[src/rtl/shift_reg_universal_async_clr_pkg.sv]
// Shared definitions for the FlipFlops library shift-register blocks.
// Mode encodings and counter sizing used by the register core and its counters.
package ff_pkg;

    localparam logic [1:0] MODE_HOLD = 2'b00;
    localparam logic [1:0] MODE_SHR  = 2'b01;
    localparam logic [1:0] MODE_SHL  = 2'b10;
    localparam logic [1:0] MODE_LOAD = 2'b11;

    // Bits needed to hold a count of 0..width inclusive.
    function automatic int cnt_width(input int width);
        return $clog2(width + 1);
    endfunction

endpackage

[src/rtl/shift_reg_universal_async_clr_cnt.sv]
// Saturating shift counter with load-clear and registered DONE flag.
// Edge polarity is selectable so it can sit beside either register flavour.
module shift_cnt_sat
    import ff_pkg::*;
#(
    parameter int MAX      = 8,
    parameter int CNT_W    = cnt_width(MAX),
    parameter bit NEG_EDGE = 1'b1
) (
    input  logic             clk,
    input  logic             clr,
    input  logic             inc,
    input  logic             load,
    output logic [CNT_W-1:0] cnt,
    output logic             done
);

    localparam logic [CNT_W-1:0] CNT_MAX = CNT_W'(MAX);

    logic [CNT_W-1:0] cnt_next;
    logic             done_next;

    // Load wins over increment so a load on the would-be DONE edge clears it.
    always_comb begin
        cnt_next = cnt;
        if (load) begin
            cnt_next = '0;
        end else if (inc && (cnt != CNT_MAX)) begin
            cnt_next = cnt + 1'b1;
        end
        done_next = (cnt_next == CNT_MAX);
    end

    generate
        if (NEG_EDGE) begin : g_neg
            always_ff @(negedge clk or posedge clr) begin
                if (clr) begin
                    cnt  <= '0;
                    done <= 1'b0;
                end else begin
                    cnt  <= cnt_next;
                    done <= done_next;
                end
            end
        end else begin : g_pos
            always_ff @(posedge clk or posedge clr) begin
                if (clr) begin
                    cnt  <= '0;
                    done <= 1'b0;
                end else begin
                    cnt  <= cnt_next;
                    done <= done_next;
                end
            end
        end
    endgenerate

endmodule

[src/rtl/shift_reg_universal_async_clr.sv]
// Universal WIDTH-bit register: hold / shift right / shift left / load, optional rotate,
// selectable clock edge, async clear to RESET_VALUE, and a saturating shift counter.
module shift_reg_universal_async_clr
    import ff_pkg::*;
#(
    parameter int               WIDTH       = 8,
    parameter bit               NEG_EDGE    = 1'b1,
    parameter logic [WIDTH-1:0] RESET_VALUE = '0,
    parameter bit               ROTATE      = 1'b0,
    parameter int               CNT_W       = cnt_width(WIDTH)
) (
    input  logic             clk,
    input  logic             clr,
    input  logic             en,
    input  logic [1:0]       mode,
    input  logic [WIDTH-1:0] d,
    input  logic             sin_r,
    input  logic             sin_l,
    output logic [WIDTH-1:0] q,
    output logic             sout_r,
    output logic             sout_l,
    output logic [CNT_W-1:0] shift_cnt,
    output logic             done
);

    logic [WIDTH-1:0] q_next;
    logic             fill_r;
    logic             fill_l;
    logic             shift_en;
    logic             load_en;

    // In rotate mode the outgoing bit recirculates instead of the serial input.
    assign fill_r = ROTATE ? q[0]       : sin_r;
    assign fill_l = ROTATE ? q[WIDTH-1] : sin_l;

    always_comb begin
        q_next = q;
        if (en) begin
            case (mode)
                MODE_SHR:  q_next = {fill_r, q[WIDTH-1:1]};
                MODE_SHL:  q_next = {q[WIDTH-2:0], fill_l};
                MODE_LOAD: q_next = d;
                default:   q_next = q;
            endcase
        end
    end

    assign shift_en = en && ((mode == MODE_SHR) || (mode == MODE_SHL));
    assign load_en  = en && (mode == MODE_LOAD);

    generate
        if (NEG_EDGE) begin : g_neg
            always_ff @(negedge clk or posedge clr) begin
                if (clr) q <= RESET_VALUE;
                else     q <= q_next;
            end
        end else begin : g_pos
            always_ff @(posedge clk or posedge clr) begin
                if (clr) q <= RESET_VALUE;
                else     q <= q_next;
            end
        end
    endgenerate

    assign sout_r = q[0];
    assign sout_l = q[WIDTH-1];

    shift_cnt_sat #(
        .MAX      (WIDTH),
        .CNT_W    (CNT_W),
        .NEG_EDGE (NEG_EDGE)
    ) u_cnt (
        .clk  (clk),
        .clr  (clr),
        .inc  (shift_en),
        .load (load_en),
        .cnt  (shift_cnt),
        .done (done)
    );

endmodule
[config.mk]
export PLATFORM = sky130hd
export DESIGN_NAME = shift_reg_universal_async_clr
export DESIGN_NICKNAME = d
export VERILOG_FILES = /design/src/rtl/shift_reg_universal_async_clr_pkg.sv /design/src/rtl/shift_reg_universal_async_clr_cnt.sv /design/src/rtl/shift_reg_universal_async_clr.sv
export SDC_FILE = /design/constraint.sdc
export NUM_CORES = 1
export LEC_CHECK = 0
export BUFFER_PORTS_ARGS = -buffer_cell sky130_fd_sc_hd__buf_4
export CAP_MARGIN = 30
export CORE_MARGIN = 2
export CORE_UTILIZATION = 40
export CTS_CLUSTER_SIZE = 25
export DETAILED_ROUTE_END_ITERATION = 8
export GPL_TIMING_DRIVEN = 0
export PLACE_DENSITY = 0.69
export SETUP_SLACK_MARGIN = 0.05
export SYNTH_ARGS = -nofsm -noshare
export SYNTH_HDL_FRONTEND = slang
export SYNTH_HIERARCHICAL = 1
export SYNTH_SLANG_ARGS = --single-unit
[constraint.sdc]
create_clock -name clk -period 1.3 [get_ports clk]
set_clock_uncertainty 0.1 [all_clocks]
set_input_delay 0.065 -clock clk [delete_from_list [all_inputs] [get_ports clk]]
set_output_delay 0.065 -clock clk [all_outputs]
set_load 0.02 [all_outputs]
-- Word level (Yosys, flattened, before mapping)
Index checks and enable logic that the tools add are counted.
Widths: inputs -> output; s select.
- input port bits: 15
- output and inout port bits: 15
- word-level logic and storage cells: 18
- register bits: 13
- reductions and logical operators: 6
- muxes and demuxes: 3
- equal/unequal tests: 5
- add/sub/neg operators: 1
- operators by type and width (kind ; number):
    $pmux 8 s3 ; 1
    $mux 4 ; 2
    $add 4x1->4 const B ; 1
    $eq 2x2->1 const B ; 2
    $eq 4x4->1 const B ; 1
    $ne 4x4->1 const B ; 1
    $logic_and 1x1->1 ; 3
    $reduce_bool 3->1 ; 1
    $eq 2x1->1 const B ; 1
    $reduce_and 2->1 ; 1
    $logic_or 1x1->1 ; 1

-- Depth between registers and ports, before layout
Gate-level depths: netlist of the first run.
- depth after elaboration: 7
- mapped depth: 6
- gate-level depth less buffers: 6

-- Modules after synthesis
Netlist of the first run, hierarchy kept.
- by module, submodules not included (module ; cells an instance ; seq. area each (um^2) ; times used ; area an instance (um^2)):
    shift_reg_universal_async_clr ; 55 ; 200.2 ; 1 ; 534.3
    shift_cnt_sat ; 31 ; 125.1 ; 1 ; 309.0

==> flow_summary_export.csv, run 1 <==
group,metric,value,unit
status,status,"finished with violations",
status,violations,"negative setup slack",
worst_setup_path,slowest_stage,"dfrtn_1",
synthesis,synth_mux_area_frac,0.01780,
route,vias,814,
synthesis,syn_area_per_cell,9.806,µm²
clock_tree,insertion_delay,0.28,ns
cells_and_area,fin_nets,157,
synthesis,yosys.cell_types.count,28,
synthesis,yosys-top-cells-area,"dfrtn_1 (39%), a22o_1 (8.3%), ha_1 (7.4%)",
synthesis,yosys_register_bits,13,
synthesis,synth_top_family_by_area,"compound AO/OA/AOI/OAI gates",
sta,setup_ws,-0.4724,ns
worst_setup_path,arrival,1.61,ns
route,ant_nets,0,
worst_hold_path,hold_class,"in -> async",
worst_setup_path,critPathKind,"reg -> out",
synthesis,synth_top_area_frac,0.3858,
cells_and_area,final_common_cell,"buf_4",
floorplanning,initial_core_util,0.4255,
clock_tree,cts.reportedPaths.clkPinSlew,0.06,ns
synthesis,yosysSeqAreaShare,0.3858,
worst_setup_path,path_cells,"buf_6, buf_6",
worst_setup_path,cp_top_family,"flip-flops",
placed_design,port-buffer-count,29,
pwr,vdd_drop_max,975.1,µV
sta,worst_hold_slack,0.1239,ns
clock_tree,tritoncts,"built",
global_routing,grt_pass1_vias,799,
floorplanning,core_region_area,0.001982,mm²
floorplanning,num_rows,16,
sta,rsz0062_at_grt,"true",
synthesis,synth_xor_area_frac,0,
synthesis,synth-compound-area-share,0.2552,
sta,finalSetupViolCount,28,
cells_and_area,syn_to_final_growth,75.07,%
worst_setup_path,crit_path_start_kind,"register",
global_routing,antenna_found_initial,0,
floorplanning,die_y,49.92,µm
worst_setup_path,max_stage_delay,0.47,ns
sta,setup_tns,-9.603,ns
clock_tree,cts_root_buf,"clkbuf_4",
global_routing,track_usage,0.1879,
synthesis,synthCells,86,
placed_design,placed_cell_area,0.001157,mm²
sta,slew_headroom,0.7803,
synthesis,async_flop_share,1.000,
synthesis,yosysWarnings,6,
synthesis,yosysTopAreaCell,"dfrtn_1",
placed_design,dpl.hpwl,1449,µm
synthesis,synth_adder_area_share,0.07418,
pwr,p_leak,0.7080,nW
clock_tree,h-tree-depth,1,
clock_tree,clk_path_buf_depth,2,
cells_and_area,post-route-util,0.7449,
worst_setup_path,required,1.13,ns
route,via_per_inst,4.994,
clock_tree,numCtsBuffers,3,
worst_setup_path,cp_common_cell,"buf_6",
clock_tree,clock-sinks,13,
global_routing,gr-total-overflow,0,
floorplanning,die-area,0.002492,mm²
clock_tree,postCtsHoldBufs,0,
run,cap_violations,0,
global_routing,grt_max_degree,11,
cells_and_area,drive_above_1_share,0.6176,
route,drt-wirelength-per-cell,14.07,µm
worst_setup_path,end_kind,"primary output",
synthesis,synthSimpleGateAreaFrac,0.1855,
pwr,power,0.001746,W
route,dr.first_iter.drc_count,20,
floorplanning,pin_count,30,
synthesis,synth_ff_type,"dfrtn_1",
pwr,p_per_area,1182,mW/mm²
global_routing,grt_pass1_wl,3567,µm
floorplanning,die_w,49.92,µm
sta,finalHoldViolations,0,
synthesis,synthesis.area,843.3,µm²
sta,slew_violations,0,
placed_design,gp_congestion,0.8526,
synthesis,syn_nets,106,
synthesis,synth_edf_count,0,
route,dr.pass1.iters,4,
route,drcViolationCount,0,
cells_and_area,design_area,0.001476,mm²
route,totalWireLength,2293,µm
worst_setup_path,path_buf_inv,2,
cells_and_area,final_cell_mix,"buf_4 (25), buf_6 (22), dfrtn_1 (13), a21oi_2 (11), nand2_1 (9)",
worst_setup_path,worst-path-max-fanout,4,
sta,worst_slew_pin_slew,0.3291,ns
cells_and_area,diodes,0,
## power breakdown
group	internal, W	switching [W]	total, W
sequential	0.000487	0.0000651	0.000552
combinational	0.000492	0.000448	0.000940
clock	0.000119	0.000134	0.000253
## metal layers
metal  global-route usage  share of wire
met1               0.2391           0.44
met2               0.3089           0.50
met3              0.04242          0.042
met4              0.06944         0.0092
met5                    0              0
## cell type report
class,count,area [µm²]
fill,136,505.5
buffer,4,38.79
timing repair buffer,47,461.7
multi-input combinational,61,536.8
sequential,13,325.3
tap,27,33.78
clock buffer,4,26.28
inverter,7,53.80
## synthesized netlist by cell type (2+ instances only)
| master | n |
|---|---|
| nand3_1 | 2 |
| dfrtn_1 | 13 |
| o21ai_0 | 2 |
| ha_1 | 5 |
| o21ai_1 | 8 |
| nand2_1 | 9 |
| nor2_1 | 2 |
| buf_4 | 2 |
| a21oi_2 | 4 |
| a22o_1 | 8 |
| buf_6 | 2 |
| a21oi_1 | 7 |
| inv_1 | 7 |
## worst paths after layout
path / endpoint / cells after the start / slack (ns) / from
setup / recovery: q[0] / 2 / -0.47 / q[0]
hold / removal: u_cnt/cnt[0] / 2 / 0.12 / clr
setup reg to reg: u_cnt/done / 6 / -0.22 / u_cnt/cnt[1]
hold reg to reg: q[0] / 2 / 0.42 / q[0]
max in group asynchronous: q[6] / 2 / 0.64 / clr
min in group clk: q[0] / 2 / 0.42 / q[0]
## worst reg2reg max path, delay by kind of cell, from the launching register on
kind / cells / cell delay [ns]
buffers and inverters: 2 / 0.19
AO/OA/AOI/OAI: 2 / 0.30
adder cells (fa/ha/maj): 1 / 0.18
flip-flops: 1 / 0.45
AND/OR/NAND/NOR: 1 / 0.14
## flip-flops by register name, indices dropped and copies added, names as in the netlist
name        cells
q               8
u_cnt/done      1
u_cnt/cnt       4
## per-stage QoR
stage	setup WS [ns]	std cells
final	-0.4724	163
after global routing	-0.5069	163
after CTS	-0.4708	161
after detailed placement	-0.7950	142
after global placement	-0.7933	142
after floorplan	-0.5735	86
## logic make-up (layout without fill, tap and decap cells)
family                     count (synthesis)  count (layout)
and+or+nand+nor                           23              23
muxes                                      1               1
buffers and inverters                     12              62
adders and majority gates                  5               5
AOI/OAI and AO/OA                         32              32
DFF                                       13              13
## repair_timing
action,4_1_cts,5_1_grt
buffers inserted,14,4
pin swaps,4,7
resized for setup,35,11
cloned,1,0
setup endpoints to repair,28,28
Power figures use the tool's default switching activity.
==> run 2, diff against run 1 <==
--- a/config.mk
+++ b/config.mk
@@ -11,10 +11,9 @@
 export CORE_UTILIZATION = 40
 export CTS_CLUSTER_SIZE = 25
 export DETAILED_ROUTE_END_ITERATION = 8
-export GPL_TIMING_DRIVEN = 0
 export PLACE_DENSITY = 0.69
+export REMOVE_ABC_BUFFERS = 1
 export SETUP_SLACK_MARGIN = 0.05
 export SYNTH_ARGS = -nofsm -noshare
 export SYNTH_HDL_FRONTEND = slang
-export SYNTH_HIERARCHICAL = 1
 export SYNTH_SLANG_ARGS = --single-unit
==> run 2 against run 1 <==
Against the previous run:
- the flow still finishes with violations (negative setup slack)
- die area decreased by 2.9%
- register-to-register slack got worse by 0.27 ns
- non-clock buffer count increased by 31
- sequential power increased by 16%
- first-iteration DRC count increased to 3.1 times the previous value
- design area increased by 22%
- power increased by 84%
- clock power increased by 15%
- setup slack got worse by 0.071 ns
- sequential share of layout area decreased by 4.0 points
- core utilization increased by 18 points
- critical endpoint is now u_cnt.cnt[3]
- largest cell class is now non-clock buffers
==> flow_summary_export.csv, run 2 <==
group,metric,value,unit
global_routing,gr-total-overflow,0,
sta,worst_slew_pin_slew,0.4154,ns
floorplanning,die-area,0.002420,mm²
global_routing,track_usage,0.3547,
worst_setup_path,r2r_slack,-0.49,ns
pwr,switching_share,0.4458,
cells_and_area,largest-register,"q",
placed_design,placed_cell_area,0.001234,mm²
sta,finalSetupViolCount,28,
route,via_per_inst,5.985,
global_routing,grt_max_degree,14,
synthesis,synthCells,88,
route,dr.pass1.iters,4,
clock_tree,cts.reportedPaths.clkPinSlew,0.07,ns
sta,finalHoldViolations,0,
pwr,p_leak,0.8299,nW
worst_setup_path,required,0.69,ns
floorplanning,pin_count,30,
cells_and_area,reg.largest.list,"q (8), u_cnt.cnt (4), u_cnt.done (1)",
pwr,internal_power,0.001777,W
synthesis,yosys-top-cells-area,"dfrtn_1 (40%), a22o_1 (8.6%), ha_1 (7.7%)",
route,ant_nets,0,
route,totalWireLength,4859,µm
floorplanning,num_rows,16,
placed_design,port-buffer-count,29,
global_routing,grt_pass1_wl,6203,µm
cells_and_area,nFillCells,61,
sta,setup_ws,-0.5435,ns
clock_tree,clk_path_buf_depth,2,
cells_and_area,final_cell_mix,"buf_4 (50), buf_6 (30), dfrtn_1 (13), nand2_1 (10), a22o_1 (8)",
placed_design,placed_cells,165,
floorplanning,die_w,49.20,µm
cells_and_area,largest_reg_flops,8,
cells_and_area,drive_above_1_share,0.6667,
placed_design,gp_congestion,0.8242,
synthesis,yosys-top-cells-count,"dfrtn_1 (13), nand2_1 (11), a21oi_1 (8), a22o_1 (8), o21ai_0 (8)",
worst_setup_path,end_kind,"register",
worst_setup_path,cp_top_family,"simple AND/OR/NAND/NOR gates",
synthesis,synth_top_area_frac,0.3982,
placed_design,dpl.hpwl,1715,µm
cells_and_area,seq_area,325.3,µm²
cells_and_area,multi_input_area,648.1,µm²
worst_setup_path,rr_endpoint,"u_cnt.done",
route,drcViolationCount,0,
global_routing,antenna_found_initial,0,
worst_setup_path,r2r-start,"u_cnt.cnt[0]",
synthesis,yosysTopAreaCell,"dfrtn_1",
pwr,p_per_area,1777,mW/mm²
worst_setup_path,worst-path-max-fanout,3,
status,status,"finished with violations",
synthesis,yosysMostFrequentCell,"dfrtn_1",
worst_setup_path,arrival,1.23,ns
sta,rsz0062_at_grt,"true",
clock_tree,insertion_delay,0.31,ns
synthesis,synth_edf_count,0,
sta,slew_headroom,0.7224,
worst_setup_path,critPathKind,"in -> reg",
worst_setup_path,worstRegToRegCells,6,
floorplanning,initial_core_util,0.4207,
worst_setup_path,slowest_stage,"or3_1",
run,cap_violations,0,
synthesis,yosysSeqAreaShare,0.3982,
synthesis,async_flop_share,1.000,
synthesis,synth_ff_type,"dfrtn_1",
synthesis,yosysWarnings,0,
route,vias,1167,
cells_and_area,final_common_cell,"buf_4",
clock_tree,postCtsHoldBufs,0,
clock_tree,numCtsBuffers,3,
clock_tree,clock-sinks,13,
floorplanning,core_region_area,0.001942,mm²
cells_and_area,instances_no_fill,195,
worst_setup_path,path_cells,"buf_8, inv_4, ha_4, nand4_1, and3b_1, or3_1",
pwr,p_switching,0.001429,W
synthesis,synthesis.area,817.0,µm²
cells_and_area,design_area,0.001804,mm²
cells_and_area,fin_nets,189,
worst_setup_path,crit_path_start_kind,"input pin",
synthesis,syn_area_per_cell,9.284,µm²
synthesis,yosys.cell_types.count,28,
pwr,pwr-share-comb,0.709,
placed_design,pre_cts_ws,-0.9132,ns
route,dr.first_iter.drc_count,62,
worst_setup_path,path_buf_inv,2,
cells_and_area,diodes,0,
pwr,p_seq_frac,0.200,
clock_tree,h-tree-depth,1,
sta,slew_violations,0,
worst_setup_path,max_stage_delay,0.36,ns
global_routing,grt_pass1_vias,1113,
floorplanning,die_y,49.20,µm
pwr,vdd_drop_max,1926,µV
cells_and_area,syn_to_final_growth,120.8,%
worst_hold_path,hold_class,"in -> async",
clock_tree,tritoncts,"built",
pwr,power,0.003207,W
status,violations,"negative setup slack",
clock_tree,cts_root_buf,"clkbuf_4",
route,drt-wirelength-per-cell,24.92,µm
pwr,p_clk_frac,0.091,
synthesis,yosys_register_bits,13,
[run 2: what timing repair did]
item	CTS	global route
buffers inserted	16	11
gates resized for setup	65	23
setup endpoints to repair	28	28
pin swaps	10	18
[run 2: cells by family after synthesis]
group | count (synthesis) | share of synthesized area
AO/OA/AOI/OAI | 36 | 0.3155
adder cells (fa/ha/maj) | 5 | 0.07657
buffers and inverters | 12 | 0.07350
flip-flops | 13 | 0.3982
AND/OR/NAND/NOR | 22 | 0.1363
[run 2: layer usage]
| layer | vias up | global-route usage | wire length, µm |
|---|---|---|---|
| li1 | 483 | - | - |
| met1 | 573 | 0.4420 | 1907 |
| met2 | 94 | 0.6036 | 2326 |
| met3 | 17 | 0.07362 | 424 |
| met4 | 0 | 0.1238 | 201 |
| met5 | - | 0 | 0 |
[run 2: power by group through the flow]
stage               combinational (W)  sequential, W  clock, W
global placement              0.00117       0.000623         0
finish                        0.00227       0.000642  0.000291
global route                  0.00232       0.000645  0.000308
detailed placement            0.00120       0.000630         0
CTS                           0.00179       0.000625  0.000269
floorplan                    0.000362       0.000822         0
[run 2: worst max-delay path by stage]
stage	start	cells past startpoint	slack (ns)	to
final	mode[1]	6	-0.54	u_cnt.cnt[3]
after global routing	mode[1]	6	-0.54	u_cnt.cnt[3]
after CTS	u_cnt.cnt[0]	2	-0.44	shift_cnt[0]
after detailed placement	mode[0]	6	-0.91	u_cnt.cnt[3]
after global placement	mode[0]	6	-0.83	u_cnt.cnt[3]
after floorplan	mode[0]	5	-0.69	u_cnt.cnt[3]
[run 2: worst min-delay path, cell delays in order]
cell   delay [ns]
buf_4        0.11
inv_1        0.05
buf_4        0.22
[run 2: cell type report]
cell class / instances / area share
Timing Repair Buffer: 82 / 0.4119
Inverter: 6 / 0.01526
Sequential cell: 13 / 0.1803
Tap cell: 27 / 0.01872
Multi-Input combinational cell: 63 / 0.3592
Clock buffer: 4 / 0.01456
[run 2: through the flow]
stage	TNS (ns)	utilization	hold WS, ns
2_1_floorplan	-7.013	-	0.3822
3_3_place_gp	-10.80	0.6353	0.3977
3_5_place_dp	-11.46	0.6353	0.4130
4_1_cts	-9.845	0.8376	0.2103
5_1_grt	-12.30	0.9291	0.2121
6_report	-11.86	0.9291	0.2042
